### src/rtl/spi_slave_reg_bridge.sv
// Register-bus master driven by the spi_slave word stream: command word, then write data or read slots.
// Define SPI_REG_BRIDGE_AUTOINC_EN for burst addressing; otherwise every data word targets the command address.
module spi_slave_reg_bridge #(
    parameter int unsigned ADDR_WIDTH = 7,
    parameter logic [7:0]  IDLE_TX    = 8'hFF
) (
    input  logic                  clk,
    input  logic                  rst,
    input  logic                  en,
    input  logic [7:0]            rx_data,
    input  logic                  rx_rdy,
    output logic                  rx_ack,
    input  logic                  frame_end,
    output logic                  frame_end_ack,
    output logic [7:0]            tx_data,
    output logic [ADDR_WIDTH-1:0] reg_addr,
    output logic [7:0]            reg_wdata,
    output logic                  reg_wr,
    output logic                  reg_rd,
    input  logic [7:0]            reg_rdata,
    input  logic                  reg_rvalid,
    output logic                  busy
);

    localparam int unsigned DATA_W  = 8;
    localparam int unsigned GUARD_W = 2;
    localparam logic [GUARD_W-1:0] GUARD_LOAD = GUARD_W'(2);

    typedef enum logic [1:0] {
        S_IDLE    = 2'd0,
        S_WR      = 2'd1,
        S_RD_WAIT = 2'd2,
        S_RD      = 2'd3
    } state_e;

    state_e              state_q, state_d;
    logic [GUARD_W-1:0]  guard_q, guard_d;
    logic [GUARD_W-1:0]  fe_guard_q, fe_guard_d;
    logic                rx_ack_q, rx_ack_d;
    logic                fe_ack_q, fe_ack_d;
    logic                wr_pend_q, wr_pend_d;
    logic                rd_pend_q, rd_pend_d;
    logic                reg_wr_q, reg_wr_d;
    logic                reg_rd_q, reg_rd_d;
    logic [ADDR_WIDTH-1:0] reg_addr_q, reg_addr_d;
    logic [DATA_W-1:0]   reg_wdata_q, reg_wdata_d;
    logic [DATA_W-1:0]   tx_data_q, tx_data_d;
    logic                busy_q, busy_d;
    logic                word_acc;

    assign word_acc = rx_rdy && (guard_q == '0) && en;

    // Next-state and registered-output logic
    always_comb begin
        state_d     = state_q;
        guard_d     = (guard_q != '0) ? guard_q - GUARD_W'(1) : '0;
        fe_guard_d  = (fe_guard_q != '0) ? fe_guard_q - GUARD_W'(1) : '0;
        rx_ack_d    = 1'b0;
        fe_ack_d    = 1'b0;
        wr_pend_d   = 1'b0;
        rd_pend_d   = 1'b0;
        reg_wr_d    = wr_pend_q;
        reg_rd_d    = rd_pend_q;
        reg_addr_d  = reg_addr_q;
        reg_wdata_d = reg_wdata_q;
        tx_data_d   = tx_data_q;

`ifdef SPI_REG_BRIDGE_AUTOINC_EN
        if (reg_wr_q) begin
            reg_addr_d = reg_addr_q + ADDR_WIDTH'(1);
        end
`endif

        if ((state_q == S_RD_WAIT) && reg_rvalid) begin
            tx_data_d = reg_rdata;
            state_d   = S_RD;
        end

        if (word_acc) begin
            rx_ack_d = 1'b1;
            guard_d  = GUARD_LOAD;
            case (state_q)
                S_IDLE: begin
                    reg_addr_d = rx_data[ADDR_WIDTH-1:0];
                    if (rx_data[DATA_W-1]) begin
                        rd_pend_d = 1'b1;
                        state_d   = S_RD_WAIT;
                    end else begin
                        state_d   = S_WR;
                    end
                end
                S_WR: begin
                    reg_wdata_d = rx_data;
                    wr_pend_d   = 1'b1;
                end
                S_RD: begin
`ifdef SPI_REG_BRIDGE_AUTOINC_EN
                    reg_addr_d = reg_addr_q + ADDR_WIDTH'(1);
`endif
                    rd_pend_d  = 1'b1;
                    state_d    = S_RD_WAIT;
                end
                default: ;
            endcase
        end

        // Frame end wins the state but leaves already scheduled strobes alone
        if (frame_end && (fe_guard_q == '0) && en) begin
            fe_ack_d   = 1'b1;
            fe_guard_d = GUARD_LOAD;
            state_d    = S_IDLE;
            tx_data_d  = IDLE_TX;
        end

        if (!en) begin
            state_d   = S_IDLE;
            rx_ack_d  = 1'b0;
            fe_ack_d  = 1'b0;
            wr_pend_d = 1'b0;
            rd_pend_d = 1'b0;
            reg_wr_d  = 1'b0;
            reg_rd_d  = 1'b0;
        end

        busy_d = (state_d != S_IDLE);
    end

    always_ff @(posedge clk or negedge rst) begin
        if (!rst) begin
            state_q     <= S_IDLE;
            guard_q     <= '0;
            fe_guard_q  <= '0;
            rx_ack_q    <= 1'b0;
            fe_ack_q    <= 1'b0;
            wr_pend_q   <= 1'b0;
            rd_pend_q   <= 1'b0;
            reg_wr_q    <= 1'b0;
            reg_rd_q    <= 1'b0;
            reg_addr_q  <= '0;
            reg_wdata_q <= '0;
            tx_data_q   <= IDLE_TX;
            busy_q      <= 1'b0;
        end else begin
            state_q     <= state_d;
            guard_q     <= guard_d;
            fe_guard_q  <= fe_guard_d;
            rx_ack_q    <= rx_ack_d;
            fe_ack_q    <= fe_ack_d;
            wr_pend_q   <= wr_pend_d;
            rd_pend_q   <= rd_pend_d;
            reg_wr_q    <= reg_wr_d;
            reg_rd_q    <= reg_rd_d;
            reg_addr_q  <= reg_addr_d;
            reg_wdata_q <= reg_wdata_d;
            tx_data_q   <= tx_data_d;
            busy_q      <= busy_d;
        end
    end

    assign rx_ack        = rx_ack_q;
    assign frame_end_ack = fe_ack_q;
    assign tx_data       = tx_data_q;
    assign reg_addr      = reg_addr_q;
    assign reg_wdata     = reg_wdata_q;
    assign reg_wr        = reg_wr_q;
    assign reg_rd        = reg_rd_q;
    assign busy          = busy_q;

endmodule
### config.mk
export PLATFORM = sky130hd
export DESIGN_NAME = spi_slave_reg_bridge
export DESIGN_NICKNAME = d
export VERILOG_FILES = /design/src/rtl/spi_slave_reg_bridge.sv
export SDC_FILE = /design/constraint.sdc
export NUM_CORES = 1
export LEC_CHECK = 0
export BUFFER_PORTS_ARGS = -buffer_cell sky130_fd_sc_hd__buf_2
export CORE_UTILIZATION = 49
export DETAILED_ROUTE_END_ITERATION = 12
export GPL_ROUTABILITY_DRIVEN = 0
export PLACE_DENSITY = 0.78
export SYNTH_ARGS = -nofsm -noshare
export SYNTH_HDL_FRONTEND = slang
export SYNTH_SLANG_ARGS = --single-unit
### constraint.sdc
create_clock -name clk -period 1.75 [get_ports clk]
set_clock_uncertainty 0.05 [all_clocks]
set_input_delay 0.35 -clock clk [delete_from_list [all_inputs] [get_ports clk]]
set_output_delay 0.35 -clock clk [all_outputs]
set_load 0.005 [all_outputs]
Yosys cells after proc, flatten, opt, wreduce, memory -nomap -nowiden
Cells that the tools add are included.
Widths: inputs -> output; s select.
{ "totals": {"reg_bits": 36, "input_bits": 22, "elab_cells": 57, "out_inout_bits": 28} }
{ "op_classes": {"addsub": 2, "reduce_logical": 14, "mux": 25, "eq_ne": 3} }
{ "op_table": {"columns": ["cell", "count"], "rows": [
  ["$mux 2", 9],
  ["$mux 8", 2],
  ["$mux 1", 12],
  ["$reduce_bool 2->1", 4],
  ["$logic_not 2->1", 3],
  ["$logic_and 1x1->1", 5],
  ["$eq 2x2->1 const B", 2],
  ["$pmux 2 s2", 1],
  ["$reduce_and 2->1", 2],
  ["$sub 2x1->2 const B", 2],
  ["$eq 2x1->1 const B", 1],
  ["$pmux 1 s2", 1]
]} }

Longest topological paths before layout
Gate-level depths: netlist of the first run.
{ "depth": {"depth_word": 8, "ltp_mapped": 6, "ltp_nobuf": 5} }

Worst setup path before layout of the first run
No wires, ideal clock.
{ "synth_timing": {"path_type": "register to register", "startpoint": "reg state_q[0]", "endpoint": "reg busy_q (netlist: busy)", "synth_period_minus_slack_ns": 1.452, "required_time_ns": 1.601, "path_stages_with_launch": 7, "setup_ns": 0.099, "t_arrival_ns": 1.303, "path_buffers": 1, "path_slack_ns": 0.298, "cell_sequence": "dfrtp_1 > inv_1 > ha_1 > and2_1 > clkbuf_1 > nor2_1 > a311oi_1"} }
{ "synth_via": {"elab_chain_cells": 8} }
{ "synth_lines": {"columns": ["element", "line", "text"], "rows": [
  ["from (decl)", "36", "state_e state_q, state_d;"],
  ["from (signal assigned)", "144", "state_q <= state_d;"],
  ["$eq 2x2->1", "74", "if ((state_q == S_RD_WAIT) && reg_rvalid) begin"],
  ["$logic_and 1x1->1", "74", null],
  ["$mux 2", "74", null],
  ["$pmux 2 s2", "82", "case (state_q)"],
  ["$mux 2 (*)", "79", "if (word_acc) begin"],
  ["$mux 2 (*)", "108", "if (frame_end && (fe_guard_q == '0) && en) begin"],
  ["$mux 2 (*)", "115", "if (!en) begin"],
  ["$reduce_bool 2->1 (*)", "125", "busy_d = (state_d != S_IDLE);"],
  ["net busy_d", "48", "logic busy_q, busy_d;"],
  ["to (signal assigned)", "156", "busy_q <= busy_d;"],
  ["to (decl)", "48", null]
]} }
The timed path passes the listed nets; every way through them passes the cells marked *.
A chain may end at the register's enable or synchronous reset.

Worst setup path after layout of the first run
{ "layout_timing": {"startpoint": "reg state_q[0]", "endpoint": "reg state_q[0]"} }
{ "layout_via": {"elab_chain_cells": 7} }
{ "layout_lines": {"columns": ["element", "line"], "rows": [
  ["$eq 2x2->1", "74"],
  ["$logic_and 1x1->1", "74"],
  ["$mux 2", "74"],
  ["$pmux 2 s2", "82"],
  ["$mux 2 (*)", "79"],
  ["$mux 2 (*)", "108"],
  ["$mux 2 (*)", "115"],
  ["net state_d[0]", "36"]
]} }
Marks and branches as above.

==> results.txt, run 1 <==
The area of the core was 0.00283 mm2; the number of nets in the synthesized netlist was 138. TritonCTS built the clock tree. The tools report the worst hold path endpoint as tx_data[3]$_DFFE_PN1P_. During I/O placement, the number of pins put on the boundary was 50. The final layout contains routed wiring with a total length of 2960 um. In this run the remaining antenna-violating nets after routing total 0.

CTS saw 36 sinks. In this run the tool buffered the top-level ports with 49 buffer cells. The fraction of final layout cells sized beyond drive strength 1 came out at 0.503.

In this run the register-to-register setup slack is 0.21 ns. For the count of inserted antenna diode cells, the log shows 0. The library cell used most frequently in the layout, excluding fill and tap cells, is buf_2. In this run the worst hold path is classified as in -> reg. The part of the cycle the worst path needs works out to 0.878.

Averaged over all synthesized cells, the footprint is 13.4 um2. The tools report the type of origin of the critical path as a register. Along the worst path, the maximum fanout reaches 4.

For this design the static power due to leakage is 1.04 nW. Synthesis produced 112 cells. The critical path goes through inv_1 > ha_1 > nand2b_1 > a311oi_1. The number of antenna violations at the first check in global routing came out at 0. The global-route wire length before repair was 4950 um. Worst reg2reg path endpoint: state_q[0]$_DFF_PN0_.

Entering global routing, the biggest net connects 22 pins. Relative area change from synthesis to final layout: 26.6%. The proportion of synthesized chip area in sequential cells is 0.609, and the slew at the pin closest to its max-slew limit is 0.505 ns. The total overflow left after global routing is 0. IR analysis of the VDD net gives a maximum drop of 0.751 mV.

The startpoint identified for the worst hold timing path is reg_rdata[3]. The run gives 0 as the number of setup buffers added after CTS. The tools report the clock tree root driver cell as clkbuf_4. Counting instances, the worst hold path has a depth of 3.

The master of the slowest instance on the critical path was dfrtp_1. The count of final hold-check violations came out at 0. In the post-synthesis netlist, the biggest area contributors are dfrtp_1 47%, mux2_4 15%, dfstp_2 14%. After the first detailed-routing iteration, the DRC count stood at 18. On the critical path the largest part of the delay comes from flip-flops. Across all layers, the routed design uses 1029 vias. At the worst endpoint, the required time is 1.92 ns. Counting cells, the worst reg-to-reg path comes to 4. For the number of global-route vias before repair, the log shows 1037.

The library cells used most frequently in the layout, excluding fill and tap cells, are 49 x buf_2, 28 x dfrtp_1, 22 x nand2_1, 15 x mux2_4. After detailed routing, the number of vias per cell comes to 5.09. The clock latency on the worst-skew pair was 0.33 ns. Number of synthesized register bits: 36. The logs give 2 for the number of buffers on the longest clock path and 8 for the detailed-routing iteration count for the pre-antenna-repair pass. The run finished, with violations left.

The worst register-to-register path begins at state_q[0]$_DFF_PN0_. After detailed routing, the average wire length per cell comes to 14.6 um. Setup repair after global routing left no endpoint under its margin.

The final critical-path required period was 1.54 ns; the count of warnings emitted by yosys was 0. Timing would allow up to 651 MHz. The tool flagged a number of max-cap violations equal to 0. The run gives 0.00150 mm2 as the netlist area before placement.

The tools report the initial core utilization as 0.529. Final total negative setup slack: 0 ns. The post-synthesis cell type with the largest combined area was dfrtp_1. HPWL after detailed placement: 2250 um.

The completed layout was analyzed and its total power is 2.30 mW. The number of gates given a new drive strength after cts is 0, and the cell row count is 19. The area of the die came out at 0.00328 mm2.

Setup violations remaining at the end of the flow were counted as 0. In this run the number of H-tree levels came out at 2. Global routing usage summed across all routing layers: 0.207. For this run, design rule violations remaining after detail routing come to 3.

The largest single stage delay on the critical path is 0.40 ns. The share of Yosys cell area claimed by the top area cell type works out to 0.468. Number of max-slew violations in the final report: 0.

The netlist uses 21 different library cells. The buffer and inverter count on the worst path was 1. The vertical extent of the die came out at 57.3 um. The setup path with the least slack is of type reg -> reg.

Measured along the x axis, the die boundary spans 57.3 um. The final reports fail on DRC. The layout has 219 filler cells.

The data arrival time of the worst path came out at 1.71 ns. STA classifies the critical path endpoint as a register. For this run, the post-layout net count is 196. The power density over the cells is 1220 mW/mm2, and the clock transition at the registers of the reported paths is 0.10 ns. Remaining max-slew budget at the tightest pin: 0.664. For the number of buffers created by CTS, the log shows 5.
stage by stage:
stage,cells,utilization,area [um2],setup WS [ns],hold WS [ns]
final,202,0.670,1890,0.214,0.171
after global routing,202,0.670,1890,0.102,0.167
after CTS,202,0.670,1890,0.200,0.157
after detailed placement,193,0.638,1800,0.232,0.297
after global placement,193,0.638,1800,0.329,0.284
after floorplan,112,-,1500,0.298,0.00441
sequential cells by signal (all words and copies together), names as in the netlist:
signal	count
rd_pend_q	1
reg_wr	1
frame_end_ack	1
tx_data	8
reg_addr	7
reg_rd	1
wr_pend_q	1
rx_ack	1
state_q	2
fe_guard_q	2
busy	1
guard_q	2
reg_wdata	8
power by group:
part | internal (mW) | total (mW) | switching [mW]
clock | 0.298 | 0.567 | 0.269
combinational | 0.355 | 0.591 | 0.235
sequential | 1.05 | 1.15 | 0.0999
repair_timing:
action | in CTS | in global routing
endpoints found under the hold margin | 12 | 0
setup endpoints to repair | 0 | 0
hold buffers | 1 | 0
final cells by class:
type                            instances  area [um2]  area share
Multi-Input combinational cell         70         562       0.297
Inverter                                5        20.0      0.0106
Clock inverter                          3        42.5      0.0225
Sequential cell                        36         911       0.481
Timing Repair Buffer                   52         283       0.149
Clock buffer                            5        37.5      0.0198
Tap cell                               31        38.8      0.0205
worst max path at each step:
stage	start	endpoint	slack, ns	cells past startpoint
after floorplan	state_q[0]$_DFF_PN0_	busy$_DFF_PN0_	0.30	6
after global placement	en	reg_wdata[1]$_DFFE_PN0P_	0.33	5
after detailed placement	state_q[0]$_DFF_PN0_	state_q[1]$_DFF_PN0_	0.23	5
after CTS	state_q[0]$_DFF_PN0_	state_q[1]$_DFF_PN0_	0.20	5
after global routing	state_q[0]$_DFF_PN0_	state_q[1]$_DFF_PN0_	0.10	5
final	state_q[0]$_DFF_PN0_	state_q[0]$_DFF_PN0_	0.21	4
cells by family after synthesis:
logic type                 count (synthesis)  share of synthesized area
muxes                                     15                      0.151
DFF                                       36                      0.609
and+or+nand+nor                           47                      0.171
adders and majority gates                  4                     0.0334
buffers and inverters                      6                     0.0159
AOI/OAI and AO/OA                          4                     0.0201
synth_stat cells:
library cell and n:
inv_1 4, dfstp_2 8, nand2_4 2, clkbuf_1 1, nor2b_1 3, a21oi_1 1
nand2b_1 2, nor3b_1 2, clkinv_2 1, and2_1 3, ha_1 4, dfrtp_1 28
nor2_1 2, nor3_1 1, nor4_1 1, nand2_1 22, mux2_4 15, a311oi_1 2
a211oi_1 1, nand3_1 8, nand4bb_4 1
tightest hold or removal path, cell delays in order:
cell and delay [ns]:
buf_2 0.09, nand2_1 0.04, nand3_1 0.06
routing by layer:
layer,GRT usage,vias up,part of all wire
li1,-,488,-
met3,0.0635,9,0.044
met5,0,-,0
met1,0.249,507,0.41
met2,0.343,25,0.52
met4,0.0941,0,0.029
(Power assumes the default switching activity.)
==> inputs of run 2 (changes only) <==
--- a/config.mk
+++ b/config.mk
@@ -6,6 +6,7 @@
 export NUM_CORES = 1
 export LEC_CHECK = 0
 export BUFFER_PORTS_ARGS = -buffer_cell sky130_fd_sc_hd__buf_2
+export CAP_MARGIN = 25
 export CORE_UTILIZATION = 49
 export DETAILED_ROUTE_END_ITERATION = 12
 export GPL_ROUTABILITY_DRIVEN = 0
==> constraint.sdc (replaced) <==
create_clock -name clk -period 1.75 [get_ports clk]
set_clock_uncertainty 0.05 [all_clocks]
set_input_delay 0.175 -clock clk [delete_from_list [all_inputs] [get_ports clk]]
set_output_delay 0.175 -clock clk [all_outputs]
set_load 0.005 [all_outputs]
==> results.txt, run 2 (synthesis gave the netlist of run 1 again) <==
The final reports fail on DRC. Across all register-to-register paths, the minimum setup slack is 0.17 ns. The detailed-routing iteration count for the pre-antenna-repair pass was 8; the vertical extent of the die was 57.3 um. The logs give 36 for the sink count of the clock tree and 3 for the number of DRC violations after detailed routing. For the final routed database, the setup TNS stands at 0 ns.

The repair_antennas step left the layout with diodes totalling 0. The clock tree root driver cell is clkbuf_4. The iteration-0 DRC count of the detailed router came out at 46. For the maximum clock frequency, the log shows 633 MHz. The kind of end point of the critical path was a register. OpenSTA, run right after detailed placement, puts the worst setup slack at 0.213 ns. Fraction of final layout cells sized beyond drive strength 1: 0.478.

Setup repair after global routing left no endpoint under its margin. Counting the buffers created by CTS gives 5. The worst hold path belongs to the class in -> reg.

In the final layout, the multi-input gates occupy 562 um2. The smallest clock period supported by the final layout is computed as 1.58 ns. The tools report the type of origin of the critical path as a register.

For this design the ratio of total power to cell area is 1190 mW/mm2. The die is 57.3 um wide. Data on the critical path is required at its endpoint by 1.94 ns. Number of vias per cell: 5.21. The critical path in this run is classified as reg -> reg.

The number of max-slew violations in the final report came out at 0. The clock transition at the registers of the reported paths works out to 0.11 ns. The final net count is 203, and the data arrival time of the worst path is 1.76 ns. The cell row count came out at 19.

No sink is reached through more buffers than the 2 on the longest clock path. The area of the die came out at 0.00328 mm2. In this run the remaining antenna-violating nets after routing total 0. For this run the aggregate overflow at the end of global routing stands at 0. The slowest stage of the critical path is the dfrtp_1 cell.

The logs give 0.486 for the remaining max-slew budget at the tightest pin and 0.00283 mm2 for the area of the core. The count of final hold-check violations came out at 0. The library cell used most frequently in the layout, excluding fill and tap cells, is buf_2. The run gives 2120 um as the HPWL after detailed placement.

The global-route wire length before repair came out at 5110 um. The number of global-route vias before repair came out at 1098. For the final-report setup violation count, the log shows 0.

The global routing usage summed across all routing layers is 0.223, and the smallest hold slack is 0.0222 ns. The tools report the number of antenna violations at the first check in global routing as 0. Detailed routing inserted a total of 1089 vias. For the maximum ir drop on the vdd rail, the log shows 0.810 mV. The number of buffer cells added on primary ports is 49, and the clock latency on the worst-skew pair is 0.34 ns. Relative area change from synthesis to final layout: 30.6%.

Leaving out fill and tap cells, the most frequent cells in the layout are 49 x buf_2, 28 x dfrtp_1, 22 x nand2_1, 15 x mux2_4, 9 x dlygate4sd3_1. The run finished, with violations left. The H-tree was split into 2 levels. The post-detailed-route wirelength per cell came out at 15.7 um.

For the largest net degree at the start of global routing, the log shows 37. The part of the cycle the worst path needs came out at 0.902. Leakage power: 1.06 nW. In this design, the stage delay of the slowest critical-path cell is 0.40 ns.

The number of top-level pins was 50. At the pin with the least slew margin, the transition time is 0.771 ns. The filler cells instantiated in the layout total 208. The logs give 3290 um for the routed wire length and 0.529 for the initial core utilization.

The number of setup buffers added after CTS was 0. Traced cell by cell, the critical path runs through inv_1 > ha_1 > nand2b_1 > a311oi_1. Registers take 911 um2. Reported max-cap violation count: 0.

The final standard cell utilization of the core was 0.691; the worst setup margin was 0.171 ns. The highest fanout seen on the critical path was 4. TritonCTS built the clock tree.

For the number of gates given a new drive strength after cts, the log shows 0.
==> run 2: cell count changes in the layout (fill, tap and decap cells not counted), sizes merged <==
cell         before  now
buf              51   50
dlygate4sd3       1    9
==> run 2: area by class of cell <==
cell class | instances | share of cell area
multi-input cells | 70 | 0.287
inverters | 5 | 0.0102
flip-flops and latches | 36 | 0.466
repair buffers | 59 | 0.175
well taps | 31 | 0.0198
clock buffers | 5 | 0.0192
clock inverters | 3 | 0.0218
==> run 2: layer usage <==
metal | vias up | track usage | share of wire
met3 | 10 | 0.0862 | 0.069
met5 | - | 0 | 0
met4 | 0 | 0.129 | 0.030
met1 | 522 | 0.269 | 0.39
li1 | 506 | - | -
met2 | 51 | 0.341 | 0.51
==> run 2: final timing paths <==
path,startpoint,to,cells after the start
min in group asynchronous,rst,state_q[0]$_DFF_PN0_,2
worst min-delay path,rx_data[5],reg_addr[5]$_DFFE_PN0P_,2
max in group asynchronous,rst,reg_addr[1]$_DFFE_PN0P_,2
worst min register to register,guard_q[0]$_DFF_PN0_,guard_q[0]$_DFF_PN0_,1
worst max register to register,state_q[0]$_DFF_PN0_,state_q[0]$_DFF_PN0_,4
worst max-delay path,state_q[0]$_DFF_PN0_,state_q[0]$_DFF_PN0_,4
==> run 2: stage by stage <==
step / instance area [um2] / total power [mW] / std cells
2_1_floorplan: 1500 / 1.47 / 112
3_3_place_gp: 1780 / 1.71 / 192
3_5_place_dp: 1780 / 1.74 / 192
4_1_cts: 1950 / 2.34 / 209
5_1_grt: 1950 / 2.46 / 209
6_report: 1950 / 2.33 / 209
==> run 2: where the power goes <==
part           internal (mW)  leakage [nW]  switching, mW  total [mW]
combinational          0.362         0.576          0.238       0.600
sequential              1.05         0.447          0.104        1.15
clock                  0.298        0.0412          0.285       0.583
==> run 2: repair_timing <==
item | CTS | global route
endpoints found under the hold margin | 36 | 0
endpoints found under the setup margin | 0 | 0
hold buffers | 9 | 0
==> run 2: critical path, delay by kind of cell (launching register included) <==
family	cells	cell delay (ns)
AOI/OAI and AO/OA	1	0.35
adders and majority gates	1	0.36
buffers and inverters	1	0.11
DFF	1	0.40
and+or+nand+nor	1	0.21
==> inputs of run 3 (changes only) <==
--- a/config.mk
+++ b/config.mk
@@ -5,11 +5,12 @@
 export SDC_FILE = /design/constraint.sdc
 export NUM_CORES = 1
 export LEC_CHECK = 0
+export ABC_CLOCK_PERIOD_IN_PS = 1750
 export BUFFER_PORTS_ARGS = -buffer_cell sky130_fd_sc_hd__buf_2
 export CAP_MARGIN = 25
 export CORE_UTILIZATION = 49
 export DETAILED_ROUTE_END_ITERATION = 12
-export GPL_ROUTABILITY_DRIVEN = 0
+export MAX_ROUTING_LAYER = met4
 export PLACE_DENSITY = 0.78
 export SYNTH_ARGS = -nofsm -noshare
 export SYNTH_HDL_FRONTEND = slang
==> results.txt, run 3 (synthesis gave the netlist of run 1 again) <==
The flow ran to the end, but the final reports show violations. The final reports fail on DRC. The clock latency on the worst-skew pair was 0.34 ns. The tree is rooted in a clkbuf_4.

At the end of routability-driven placement, the weighted congestion stood at 0.776. The global routing usage summed across all routing layers is 0.230, and the slew at the pin closest to its max-slew limit is 0.770 ns. The logs give 631 MHz for the maximum clock frequency and 208 for the number of fillers in the final layout. Setup repair after global routing left no endpoint under its margin. The number of gates given a new drive strength after cts is 0, and the required arrival time at the worst endpoint is 1.93 ns. After detailed routing, the average wire length per cell comes to 15.7 um.

The core region is 0.00283 mm2. Data on the critical path arrives at its endpoint at 1.77 ns. Using the TritonRoute via totals, the vias-per-cell ratio works out to 5.23.

The part of the cycle the worst path needs is 0.906. Setup slack on the critical path of the routed design comes to 0.165 ns. The post-layout instance count excluding filler cells was 209; the maximum ir drop on the vdd rail was 0.810 mV. The initialized floorplan defines 19 standard-cell rows. The number of setup buffers added after CTS is 0, and the area of the die is 0.00328 mm2.

For this run, design rule violations remaining after detail routing come to 3. The number of global-route vias before repair is 1098, and the area of placed instances is 0.00178 mm2. The tools report the sink count of the clock tree as 36.

The worst setup path is launched from a register. Vertical extent of the die: 57.3 um. TritonCTS built the clock tree. The fraction of final layout cells sized beyond drive strength 1 is 0.478.

For this run, the post-layout net count is 203. Input and output buffers added on the ports amount to 49. For the initial core utilization, the log shows 0.529. The tools report the count of final hold-check violations as 0. The number of nets with antenna violations after detailed routing was 0; the number of max-slew violations in the final report was 0. For the worst slack at placement, the log shows 0.213 ns. The first routing iteration left 49 violations. From left edge to right edge, the die measures 57.3 um. The design area was 0.00195 mm2.

Setup total negative slack on the finished layout was measured at 0 ns. Detailed routing inserted a total of 1093 vias. After detailed placement, the design holds a cell count of 192.

In this run the worst path has a maximum fanout of 4. Summed over all layers, the global routing overflow is 0. The number of buffers on the longest clock path is 2, and the relative area change from synthesis to final layout is 30.6%.

The number of top-level pins came out at 50. The first global-routing pass estimated 5110 um of wire. For the HPWL after detailed placement, the log shows 2120 um. The run gives 0.487 as the remaining max-slew budget at the tightest pin. For the finished layout, the period the worst path requires is 1.59 ns. In this run the power density over the cells is 1190 mW/mm2.

The type of the most critical hold path was in -> reg. Clock-pin slew was measured on the worst setup and hold paths at 0.11 ns. The critical path class is reg -> reg. Setup violations remaining at the end of the flow were counted as 0.

The analysis attributes to cell leakage a power of 1.06 nW. The number of antenna violations at the first check in global routing was 0; the number of buffers created by CTS was 5. The run gives 3290 um as the routed wire length. The tools report the largest net degree at the start of global routing as 37. The tools report the reported max-cap violation count as 0.

The worst setup path is captured at a register. The first detailed-routing pass ran for 8 iterations. The library cell used most frequently in the layout, excluding fill and tap cells, is buf_2. The number of antenna diodes in the final layout is 0. The top cell types in the final layout, fill and taps aside, are 49 x buf_2, 28 x dfrtp_1, 22 x nand2_1, 15 x mux2_4, 9 x dlygate4sd3_1. The number of H-tree branching levels came out at 2.
run 3: area by class of cell:
type / instances / area [um2] / area share
inverters: 5 / 20.0 / 0.0102
repair buffers: 59 / 343 / 0.175
multi-input cells: 70 / 562 / 0.287
flip-flops and latches: 36 / 911 / 0.466
clock buffers: 5 / 37.5 / 0.0192
clock inverters: 3 / 42.5 / 0.0218
well taps: 31 / 38.8 / 0.0198
run 3: repair_timing:
| item | CTS | global route |
|---|---|---|
| setup endpoints to repair | 0 | 0 |
| hold endpoints to repair | 36 | 0 |
| hold buffers | 9 | 0 |
run 3: final timing paths:
check                                     startpoint                      end  slack [ns]  cells after the start
min in group asynchronous                        rst     state_q[0]$_DFF_PN0_        0.37                      2
max in group asynchronous                        rst  reg_addr[1]$_DFFE_PN0P_        0.79                      2
worst max register to register  state_q[0]$_DFF_PN0_     state_q[0]$_DFF_PN0_        0.16                      4
worst min-delay path                      rx_data[5]  reg_addr[5]$_DFFE_PN0P_        0.02                      2
worst min register to register  guard_q[0]$_DFF_PN0_     guard_q[0]$_DFF_PN0_        0.41                      1
worst max-delay path            state_q[0]$_DFF_PN0_     state_q[0]$_DFF_PN0_        0.16                      4
run 3: stage by stage:
stage	utilization	power [mW]	hold WS, ns
2_1_floorplan	-	1.47	-0.171
3_3_place_gp	0.631	1.71	0.228
3_5_place_dp	0.631	1.74	0.243
4_1_cts	0.691	2.34	0.0134
5_1_grt	0.691	2.46	0.00370
6_report	0.691	2.34	0.0220
run 3: layer usage:
layer | track usage | share of wire
met5 | - | 0
met4 | 0.129 | 0.032
met3 | 0.0862 | 0.070
met1 | 0.269 | 0.39
met2 | 0.341 | 0.51
run 3: critical path: stages (launching register included):
cell	delay [ns]
dfrtp_1	0.40
inv_1	0.11
ha_1	0.36
nand2b_1	0.21
a311oi_1	0.35
run 3: power breakdown:
group | leakage (nW) | switching, mW | internal [mW] | total [mW]
clock | 0.0412 | 0.285 | 0.298 | 0.583
sequential | 0.447 | 0.104 | 1.05 | 1.15
combinational | 0.576 | 0.238 | 0.362 | 0.601
total | 1.06 | 0.628 | 1.71 | 2.34
